--- config.mk ---
export PLATFORM = sky130hd
export DESIGN_NAME = fifo_uart_tx_flat
export DESIGN_NICKNAME = d
export VERILOG_FILES = /design/src/rtl/fifo_uart_tx_if.sv /design/src/rtl/fifo_uart_tx.sv /design/src/flat_wrapper.sv
export SDC_FILE = /design/constraint.sdc
export NUM_CORES = 1
export LEC_CHECK = 0
export ABC_AREA = 1
export BUFFER_PORTS_ARGS = -buffer_cell sky130_fd_sc_hd__buf_2
export CAP_MARGIN = 5
export CORE_MARGIN = 2
export CORE_UTILIZATION = 52
export CTS_BUF_LIST = sky130_fd_sc_hd__clkbuf_8
export DETAILED_ROUTE_END_ITERATION = 7
export GPL_TIMING_DRIVEN = 1
export PLACE_DENSITY = 0.79
export SLEW_MARGIN = 20
export SYNTH_ARGS = -nofsm -noshare
export SYNTH_HDL_FRONTEND = slang
export SYNTH_SLANG_ARGS = --single-unit
--- constraint.sdc ---
create_clock -name clk -period 1.4 [get_ports clk]
set_clock_uncertainty 0.1 [all_clocks]
set_input_delay 0.07 -clock clk [delete_from_list [all_inputs] [get_ports clk]]
set_output_delay 0.07 -clock clk [all_outputs]
set_load 0.05 [all_outputs]
--- src/rtl/fifo_uart_tx_if.sv ---
// Signal bundle between the byte fifo, the UART drain stage and the serial line.
// Handshake: fifo_read_en is a one-cycle pop strobe raised only while fifo_empty is low;
// fifo_data carries the popped byte on the cycle after the strobe and no ready/back-pressure exists.
interface fifo_uart_tx_if;
  logic       fifo_empty;
  logic [7:0] fifo_data;
  logic       fifo_read_en;
  logic       tx;
  logic       busy;
  logic       frame_done;

  modport master (
    output fifo_empty,
    output fifo_data,
    input  fifo_read_en,
    input  tx,
    input  busy,
    input  frame_done
  );

  modport slave (
    input  fifo_empty,
    input  fifo_data,
    output fifo_read_en,
    output tx,
    output busy,
    output frame_done
  );
endinterface

--- src/rtl/fifo_uart_tx.sv ---
// Drains the byte fifo one entry at a time and serialises each byte as an 8N1 UART
// frame (optional even parity). The line idles high whenever there is nothing to send.
module fifo_uart_tx #(
  parameter int CLKS_PER_BIT = 16,
  parameter bit PARITY_EN    = 1'b0
) (
  input  logic                 clk,
  input  logic                 rst,
  fifo_uart_tx_if.slave        bus,
  output logic [2:0]           dbg_state_o
);

  localparam int               CNT_W    = (CLKS_PER_BIT > 2) ? $clog2(CLKS_PER_BIT) : 1;
  localparam logic [CNT_W-1:0] CNT_LAST = CNT_W'(CLKS_PER_BIT - 1);

  typedef enum logic [2:0] {
    S_IDLE   = 3'd0,
    S_LATCH  = 3'd1,
    S_START  = 3'd2,
    S_DATA   = 3'd3,
    S_PARITY = 3'd4,
    S_STOP   = 3'd5
  } state_e;

  state_e           state_q, state_d;
  logic [CNT_W-1:0] cnt_q, cnt_d;
  logic [2:0]       bit_idx_q, bit_idx_d;
  logic [7:0]       shreg_q, shreg_d;
  logic             par_q, par_d;
  logic             tx_q, tx_d;
  logic             bit_end;

  assign bit_end = (cnt_q == CNT_LAST);

  always_ff @(posedge clk or posedge rst) begin
    if (rst) begin
      state_q   <= S_IDLE;
      cnt_q     <= '0;
      bit_idx_q <= '0;
      shreg_q   <= '0;
      par_q     <= 1'b0;
      tx_q      <= 1'b1;
    end else begin
      state_q   <= state_d;
      cnt_q     <= cnt_d;
      bit_idx_q <= bit_idx_d;
      shreg_q   <= shreg_d;
      par_q     <= par_d;
      tx_q      <= tx_d;
    end
  end

  // The baud counter restarts at every state change, so each bit lasts exactly CLKS_PER_BIT.
  always_comb begin
    state_d   = state_q;
    cnt_d     = '0;
    bit_idx_d = bit_idx_q;
    shreg_d   = shreg_q;
    par_d     = par_q;
    tx_d      = 1'b1;

    case (state_q)
      S_IDLE: begin
        if (!bus.fifo_empty) state_d = S_LATCH;
      end
      S_LATCH: begin
        shreg_d   = bus.fifo_data;
        par_d     = ^bus.fifo_data;
        bit_idx_d = '0;
        state_d   = S_START;
      end
      S_START: begin
        if (bit_end) state_d = S_DATA;
        else         cnt_d   = cnt_q + 1'b1;
      end
      S_DATA: begin
        if (bit_end) begin
          shreg_d   = {1'b0, shreg_q[7:1]};
          bit_idx_d = bit_idx_q + 1'b1;
          if (bit_idx_q == 3'd7) state_d = PARITY_EN ? S_PARITY : S_STOP;
        end else begin
          cnt_d = cnt_q + 1'b1;
        end
      end
      S_PARITY: begin
        if (bit_end) state_d = S_STOP;
        else         cnt_d   = cnt_q + 1'b1;
      end
      S_STOP: begin
        if (bit_end) state_d = S_IDLE;
        else         cnt_d   = cnt_q + 1'b1;
      end
      default: begin
        state_d = S_IDLE;
      end
    endcase

    // tx is registered from the upcoming state so the line changes on the same edge as the FSM.
    case (state_d)
      S_START:  tx_d = 1'b0;
      S_DATA:   tx_d = shreg_d[0];
      S_PARITY: tx_d = par_d;
      default:  tx_d = 1'b1;
    endcase
  end

  assign bus.fifo_read_en = (state_q == S_IDLE) && !bus.fifo_empty && !rst;
  assign bus.tx           = tx_q;
  assign bus.busy         = (state_q != S_IDLE);
  assign bus.frame_done   = (state_q == S_STOP) && bit_end;
  assign dbg_state_o      = state_q;

endmodule

--- src/flat_wrapper.sv ---
// flat-port wrapper written by rule: the top's interface ports become plain ports
module fifo_uart_tx_flat 
#(
  parameter int CLKS_PER_BIT = 16,
  parameter bit PARITY_EN    = 1'b0
)
  (clk, rst, dbg_state_o, bus_fifo_empty, bus_fifo_data, bus_fifo_read_en, bus_tx, bus_busy, bus_frame_done);
  fifo_uart_tx_if bus_i ();
  input  logic clk;
  input  logic rst;
  output logic [2:0] dbg_state_o;
  input wire logic [$bits(bus_i.fifo_empty)-1:0] bus_fifo_empty;
  input wire logic [$bits(bus_i.fifo_data)-1:0] bus_fifo_data;
  output wire logic [$bits(bus_i.fifo_read_en)-1:0] bus_fifo_read_en;
  output wire logic [$bits(bus_i.tx)-1:0] bus_tx;
  output wire logic [$bits(bus_i.busy)-1:0] bus_busy;
  output wire logic [$bits(bus_i.frame_done)-1:0] bus_frame_done;
  assign bus_i.fifo_empty = bus_fifo_empty;
  assign bus_i.fifo_data = bus_fifo_data;
  assign bus_fifo_read_en = bus_i.fifo_read_en;
  assign bus_tx = bus_i.tx;
  assign bus_busy = bus_i.busy;
  assign bus_frame_done = bus_i.frame_done;
  fifo_uart_tx #(.CLKS_PER_BIT(CLKS_PER_BIT), .PARITY_EN(PARITY_EN)) u_core (.clk(clk), .rst(rst), .bus(bus_i), .dbg_state_o(dbg_state_o));
endmodule
======== After elaboration in Yosys (flattened, before gate mapping) ========
Cells that the tools add are included.
storage, ports and cells
  register bits after elaboration ......... 20
  bits in latches ......................... 0
  memory bits (writable) .................. 0
  memory bits (read-only) ................. 0
  word-level logic and storage cells ...... 46
  memories ................................ 0
operators by class
  $add $sub $neg .......................... 2
  $mul .................................... 0
  divide/modulo/power cells ............... 0
  magnitude comparators ................... 0
  equal/unequal tests ..................... 11
  shifts and indexed selects .............. 0
  mux-type cells .......................... 15
  bitwise gates (word level) .............. 0
  reductions and logical operators ........ 11
operator list
  cell                 count
  $mux 3               7
  $pmux 3 s6           1
  $pmux 8 s2           1
  $eq 3x2->1 const B   4
  $eq 3x3->1 const B   4
  $mux 4               2
  $mux 8               1
  $reduce_xor 8->1     1
  $pmux 3 s2           1
  $add 4x1->4 const B  1
  $eq 4x4->1 const B   1
  $reduce_or 4->1      1
  $add 3x1->3 const B  1
  $eq 3x1->1 const B   1
  $logic_and 1x1->1    3
  $logic_not 3->1      1
  $pmux 1 s3           1
  $reduce_bool 3->1    1
  $logic_not 1->1      2
  $ne 2x1->1 const B   1
  $reduce_and 2->1     1
  $reduce_bool 2->1    1
  $mux 1               1

======== Longest topological paths before layout ========
Gate-level depths: netlist (run 1).
  depth after elaboration ................. 6
  depth in mapped cells ................... 9
  mapped depth without buffers ............ 9

======== Least setup slack after synthesis (run 1) ========
Ideal clock, no wire load.
  path kind ............................... reg-to-output
  start point ............................. register u_core.state_q[1] (netlist: u_core.dbg_state_o[1])
  end point ............................... output bus_fifo_read_en
  arrival ................................. 2387 ps
  required time ........................... 1230 ps
  setup slack ............................. -1157 ps
  cell stages (with the launch flop) ...... 4
  buffers on the path ..................... 0
  cell sequence ........................... dfrtp_1 > nor2_1 > nand2_1 > nor3_1
on the way
  cells in the longest elaborated chain, start to end .. 3
ends and longest elaborated chain
  element                         line                 text
  start: declaration              fifo_uart_tx.sv:25   state_e state_q, state_d;
  start signal: assignment        fifo_uart_tx.sv:44   state_q <= state_d;
  $logic_not 3->1                 fifo_uart_tx.sv:107  assign bus.fifo_read_en = (state_q == S_IDLE) && !bus.fifo_empty && !rst;
  $logic_and 1x1->1 (2 in a row)  fifo_uart_tx.sv:107
  end: declaration                flat_wrapper.sv:14   output wire logic [$bits(bus_i.fifo_read_en)-1:0] bus_fifo_read_en;
No other way between the ends.

======== Final worst setup path (run 1) ========
  start point ............................. register u_core.cnt_q[1]
  end point ............................... register u_core.tx_q (netlist: u_core.bus.tx)
on the way
  cells in the longest elaborated chain, start to end .. 5
  elaborated cells on any way between the ends .. 12
  classes of those cells .................. eq/ne: 4; mux: 8
ends and longest elaborated chain
  element                                   line                text
  start: declaration                        fifo_uart_tx.sv:26  logic [CNT_W-1:0] cnt_q, cnt_d;
  start signal: assignment                  fifo_uart_tx.sv:45  cnt_q <= cnt_d;
  $eq 4x4->1 *                              fifo_uart_tx.sv:33  assign bit_end = (cnt_q == CNT_LAST);
  $mux 3, on equally long branches          -
  $pmux 3 s6                                fifo_uart_tx.sv:62  case (state_q)
  $eq 3x3->1 or $eq 3x2->1 (tied branches)  fifo_uart_tx.sv:99  case (state_d)
  $pmux 1 s3 *                              fifo_uart_tx.sv:99
  named net u_core.tx_d                     fifo_uart_tx.sv:30  logic tx_q, tx_d;
  end signal: assignment                    fifo_uart_tx.sv:49  tx_q <= tx_d;
  end: declaration                          fifo_uart_tx.sv:30
Mark *: on every way through the listed nets, which the timed path passes. The rest lies on a longest branch. The select of a mux whose other input is x is not followed.
A chain may end at the register's enable or synchronous reset.

==> metrics, run 1 <==
Pwr Density 782 mW/mm²; Crit Path Class reg -> reg; TritonRoute pass-1 iters 4; Wirelength per Cell 14.3 µm; initial detailed-routing violation count 36; Initial Util 0.540; routed vias 1239; DRT antenna net count 0; Mapped Nets 168; RSZ-0062 raised after global routing true; GPL Wtd Cong 0.830; Synth Warn # 0; Critical Path Start Type flip-flop; Primary FF master, synth dfrtp_1; FF-to-FF Start u_core.cnt_q[1]; DP Worst Slack -0.220 ns; H-tree Lvls 1; non-filler cells in the finished layout 229; Peak Freq 646 MHz; Hold Path Depth 3; clock tree buffer depth 2; row count 17; Final Hold Fails 0; Die Span Y 51.5 µm; clock root buffer clkbuf_8; status finished with violations; initial antenna violation count 0; largest cells by area after synthesis dfrtp_1, nand2_1, inv_1, a22oi_1, ha_1; Final #Nets 216; placed cells 209; Yosys cell types 26; largest net degree at the start of global routing 14; max_cap viols 0; DR vias/cell 5.41; most numerous cell in the Yosys netlist nand2_1; Post-synth EDFFs 0; Worst Tran Pin Value 0.306 ns; slowest CP cell dfrtp_1; Inserted Clock Buffers 3; global-route wire length before repair 5.31 mm; Synth-to-Final Area Change 43.6%; minimum clock period 1.55 ns; gr ovfl total 0; final setup fails 16; mapped cell area 0.00117 mm²; WL final 3.28 mm; number of port buffers 17; Worst setup EP type flip-flop; synth cell count leaders nand2_1, inv_1, dfrtp_1; Reg-to-Reg End u_core.bus.tx; Yosys top cell area share 0.406; internal reg-to-reg setup slack -0.15 ns; TritonCTS clock tree done; share of cells above drive strength 1 0.338; Hold EP u_core.shreg_q[1]; Detailed Place HPWL 1.98 mm; clk sinks 20; fraction of registers with async set/reset 1.00; Syn Inst Count 154; leakage power 0.000931 µW; vias in the first global route 1275; Yosys reg bits 20; R2R cell count 7; Final WS setup -0.148 ns; Clock transition at path regs 0.08 ns; Skew-Pair Late Insertion Delay 0.26 ns; worst-path fanout max 5; Hold Path Origin bus_fifo_data[1]; DIE WIDTH 51.5 µm; Core Box Area 0.00217 mm²; area leader, netlist dfrtp_1; number of diodes 0; Final Max Slew Viols 0; Total Die Area 0.00265 mm²; num ports 18; crit path cell chain ha_4, nand3_4, buf_4, nor2_8, a21oi_2, nor2_1, a21oi_1; register area share after synthesis 0.428; Slew HR 0.796; Tot GR Track Use 0.269; Hold WC Path Type in -> reg; WP data arrival 1.63 ns; failing checks setup timing; Crit path largest cell delay 0.43 ns; Worst Path Required 1.49 ns; post-route clock period utilization 1.11; Syn Area/Cell 7.60 µm²; detailed-route DRC error count 0; maximum vdd drop 0.575 mV
[where the power goes]
part	leakage [µW]	switching, µW	total (µW)	internal (µW)
logic	0.000651	80.9	131	50.2
clock network	0.0000357	201	583	382
registers	0.000244	7.09	600	593
[registers in the layout (all words and copies together), names as in the netlist]
signal	flops
u_core.bus.tx	1
u_core.bit_idx_q	3
u_core.dbg_state_o	3
u_core.cnt_q	4
u_core.par_q	1
u_core.shreg_q	8
[routing by layer]
layer	global-route usage	vias up	routed length, µm
met5	0	-	0
met4	0.158	0	106
met3	0.0497	18	166
met2	0.494	57	1770
met1	0.282	581	1240
li1	-	583	-
[metrics by stage]
step | cell area, µm² | hold WS [ns] | total power, µW | setup TNS (ns) | util
floorplan | 1210 | -0.0670 | 681 | -0.642 | -
global placement | 1400 | -0.0601 | 718 | -0.299 | 0.647
detailed placement | 1400 | -0.0348 | 726 | -1.01 | 0.647
CTS | 1620 | 0.000148 | 1320 | -0.663 | 0.747
global route | 1680 | 0.0244 | 1360 | -2.10 | 0.775
finish | 1680 | 0.00374 | 1310 | -1.02 | 0.775
[how the worst max path moves through the flow]
stage                                startpoint             endpoint  slack [ns]
after floorplan           u_core.dbg_state_o[0]       bus_frame_done       -0.14
after global placement          u_core.cnt_q[0]  u_core.bit_idx_q[1]       -0.06
after detailed placement        u_core.cnt_q[0]        u_core.bus.tx       -0.22
after CTS                       u_core.cnt_q[1]       bus_frame_done       -0.11
after global routing            u_core.cnt_q[1]        u_core.bus.tx       -0.22
final                           u_core.cnt_q[1]        u_core.bus.tx       -0.15
[final cells by class]
| cell class | count | area [µm²] |
|---|---|---|
| fill | 134 | 488 |
| timing repair buffer | 41 | 300 |
| sequential | 20 | 508 |
| tap | 28 | 35.0 |
| clock buffer | 3 | 41.3 |
| clock inverter | 1 | 30.0 |
| multi-input combinational | 109 | 663 |
| inverter | 27 | 104 |
[cell families after synthesis]
kind of cell	after synthesis	share of synthesized area
flip-flops	20	0.428
XOR/XNOR	2	0.0150
AND/OR/NAND/NOR	88	0.354
buffers and inverters	27	0.0865
adder cells (fa/ha/maj)	3	0.0321
AO/OA/AOI/OAI	14	0.0844
[what timing repair did]
item | CTS | global route
cloned | 1 | 1
pin swaps | 5 | 3
setup buffers | 6 | 3
endpoints found under the setup margin | 20 | 20
hold buffers | 5 | 0
hold endpoints to repair | 11 | 0
gates resized for setup | 12 | 7
[placed cells by master (no fill, tap or decap), drive strengths merged]
| master | n |
|---|---|
| o21ai | 2 |
| xnor2 | 1 |
| dfstp | 1 |
| or2 | 2 |
| a22oi | 5 |
| inv | 27 |
| o22ai | 1 |
| nor2 | 16 |
| xor2 | 1 |
| bufinv | 1 |
| dlygate4sd3 | 5 |
| clkbuf | 3 |
| a22o | 2 |
| dfrtp | 19 |
| nand3b | 2 |
| ha | 3 |
| nand3 | 8 |
| buf | 36 |
| nand2 | 58 |
| a21oi | 3 |
| o221ai | 1 |
| nor3 | 4 |
[worst max-delay path, delay by kind of cell (launching register included)]
kind / cells / cell delay (ns)
compound gates: 2 / 0.35
flops: 1 / 0.43
fa+ha+maj: 1 / 0.19
simple gates: 3 / 0.24
buf+inv: 1 / 0.17
Note: power is estimated with default switching activity, not from simulation.
==> run 2, diff against run 1 <==
==> constraint.sdc (replaced) <==
create_clock -name clk -period 1.4 [get_ports clk]
set_clock_uncertainty 0.1 [all_clocks]
set_input_delay 0.28 -clock clk [delete_from_list [all_inputs] [get_ports clk]]
set_output_delay 0.28 -clock clk [all_outputs]
set_load 0.05 [all_outputs]
==> metrics, run 2 (synthesized netlist as in run 1, its figures left out) <==
status finished with violations (unchanged); failing checks setup timing (unchanged); Worst Path Required 1.49 ns (about the same); Global Route met2 Usage 0.511 (was 0.494); FF-to-FF Start u_core.dbg_state_o[1] (was u_core.cnt_q[1]); DP Worst Slack -0.181 ns (was -0.220 ns); gr ovfl total 0 (unchanged); minimum clock period 1.76 ns (was 1.55 ns); Initial Util 0.540 (unchanged); Seq pwr share 0.451 (was 0.457); DIE WIDTH 51.5 µm (unchanged); TritonRoute pass-1 iters 5 (was 4); Final Hold Fails 0 (unchanged); Detailed Place HPWL 1.99 mm (was 1.98 mm); Clock transition at path regs 0.08 ns (about the same); Final WS setup -0.356 ns (was -0.148 ns); Inserted Clock Buffers 3 (unchanged); row count 17 (unchanged); num ports 18 (unchanged); Total Die Area 0.00265 mm² (unchanged); WP data arrival 1.85 ns (was 1.63 ns); Critical Path Start Type flip-flop (unchanged); Synth-to-Final Area Change 68.2% (was 43.6%); max_cap viols 0 (unchanged); Slew HR 0.816 (was 0.796); Skew-Pair Late Insertion Delay 0.26 ns (about the same); Die Span Y 51.5 µm (unchanged); Internal Pwr Total 1020 µW (about the same); R2R cell count 9 (was 7); switch share 0.234 (was 0.220); setup TNS -3.84 ns (was -1.02 ns); switching power 314 µW (was 289 µW); RSZ-0062 raised after global routing true (unchanged); Hold Path Origin bus_fifo_data[1] (unchanged); initial antenna violation count 0 (unchanged); Peak Freq 569 MHz (was 646 MHz); detailed-route DRC error count 0 (unchanged); Tot GR Track Use 0.286 (was 0.269); leakage power 0.00104 µW (was 0.000931 µW); initial detailed-routing violation count 86 (was 36); post-route clock period utilization 1.25 (was 1.11); clock power share 0.432 (was 0.444); Final Max Slew Viols 0 (unchanged); Hold WC Path Type in -> reg (unchanged); most frequent cells in the layout nand2_1, buf_4, inv_1 (was nand2_1, inv_1, buf_4); largest net degree at the start of global routing 21 (was 14); Wirelength per Cell 21.5 µm (was 14.3 µm); routed vias 1456 (was 1239); Core Box Area 0.00217 mm² (unchanged); global-route wire length before repair 5.46 mm (was 5.31 mm); met1 Track Usage GR 0.333 (was 0.282); H-tree Lvls 1 (unchanged); GPL Wtd Cong 0.848 (was 0.830); Pwr Density 679 mW/mm² (was 782 mW/mm²); final setup fails 24 (was 16); Regs by FF count u_core.shreg_q x8, u_core.cnt_q x4 (unchanged); max FFs per register 8 (unchanged); clock tree buffer depth 2 (unchanged); Crit Path Class reg -> reg (unchanged); DR vias/cell 6.09 (was 5.41); Hold Path Depth 3 (unchanged); Worst Tran Pin Value 0.276 ns (was 0.306 ns); Final #Nets 226 (was 216); worst-path fanout max 3 (was 5); maximum vdd drop 0.912 mV (was 0.575 mV); fill cell count 79 (was 134); Combinational Power Share 0.117 (was 0.100); number of port buffers 17 (unchanged); clk sinks 20 (unchanged); share of cells above drive strength 1 0.531 (was 0.338); Critical Path Source u_core.dbg_state_o[1] (was u_core.cnt_q[1]); most common cell after layout, fill and taps aside nand2_1 (unchanged); clock root buffer clkbuf_8 (unchanged); WL final 5.15 mm (was 3.28 mm); largest reg by FF count u_core.shreg_q (unchanged); total power 1340 µW (was 1310 µW); TritonCTS clock tree done (unchanged); number of diodes 0 (unchanged); met3 usage 0.0351 (was 0.0497); DRT antenna net count 0 (unchanged); Worst setup EP type flip-flop (unchanged); gr busiest metal met2 (unchanged); vias in the first global route 1239 (was 1275)
## run 2: worst paths after layout
kind,end,slack [ns]
hold reg to reg,u_core.bit_idx_q[1],0.42
min in group asynchronous,u_core.dbg_state_o[0],0.55
hold / removal,u_core.shreg_q[1],0.19
max in group asynchronous,u_core.bus.tx,0.37
setup reg to reg,u_core.bus.tx,-0.36
setup / recovery,u_core.bus.tx,-0.36
## run 2: per-layer routing
| metal | wire length [µm] | up-vias |
|---|---|---|
| li1 | - | 596 |
| met2 | 2530 | 142 |
| met1 | 1650 | 670 |
| met3 | 587 | 48 |
| met5 | 0 | - |
| met4 | 379 | 0 |
## run 2: power groups by stage
| stage | Clock (µW) | Combinational, µW | Sequential, µW |
|---|---|---|---|
| floorplan | 0 | 69.1 | 615 |
| global placement | 0 | 110 | 611 |
| detailed placement | 0 | 117 | 611 |
| CTS | 588 | 128 | 600 |
| global route | 631 | 168 | 604 |
| finish | 577 | 157 | 603 |
## run 2: timing repair
action,in CTS,in global routing
buffers inserted,7,10
cloned,2,0
hold endpoints to repair,19,0
hold buffers,1,0
pin swaps,11,17
resized for setup,34,44
setup endpoints to repair,21,26
## run 2: area by class of cell
cell class	count	area (µm²)	area share
clock buffers	3	41.3	0.0210
flip-flops and latches	20	508	0.258
clock inverters	1	30.0	0.0152
repair buffers	51	450	0.229
multi-input cells	109	796	0.404
well taps	28	35.0	0.0178
inverters	27	109	0.0553
## run 2: worst max-delay path, cell delays in order (launching register included)
cell	delay [ns]
dfrtp_4	0.51
buf_6	0.15
buf_4	0.13
nor2_2	0.20
nand2_2	0.10
nand2_2	0.09
nor2_4	0.05
nand3_1	0.14
nor2_2	0.07
a21oi_2	0.15
## run 2: through the flow
| step | area, µm² | utilization | std cells | hold slack, ns |
|---|---|---|---|---|
| after floorplan | 1230 | - | 154 | 0.143 |
| after global placement | 1490 | 0.688 | 216 | 0.244 |
| after detailed placement | 1490 | 0.688 | 216 | 0.257 |
| after CTS | 1760 | 0.813 | 230 | 0.190 |
| after global routing | 1970 | 0.908 | 239 | 0.184 |
| final | 1970 | 0.908 | 239 | 0.192 |
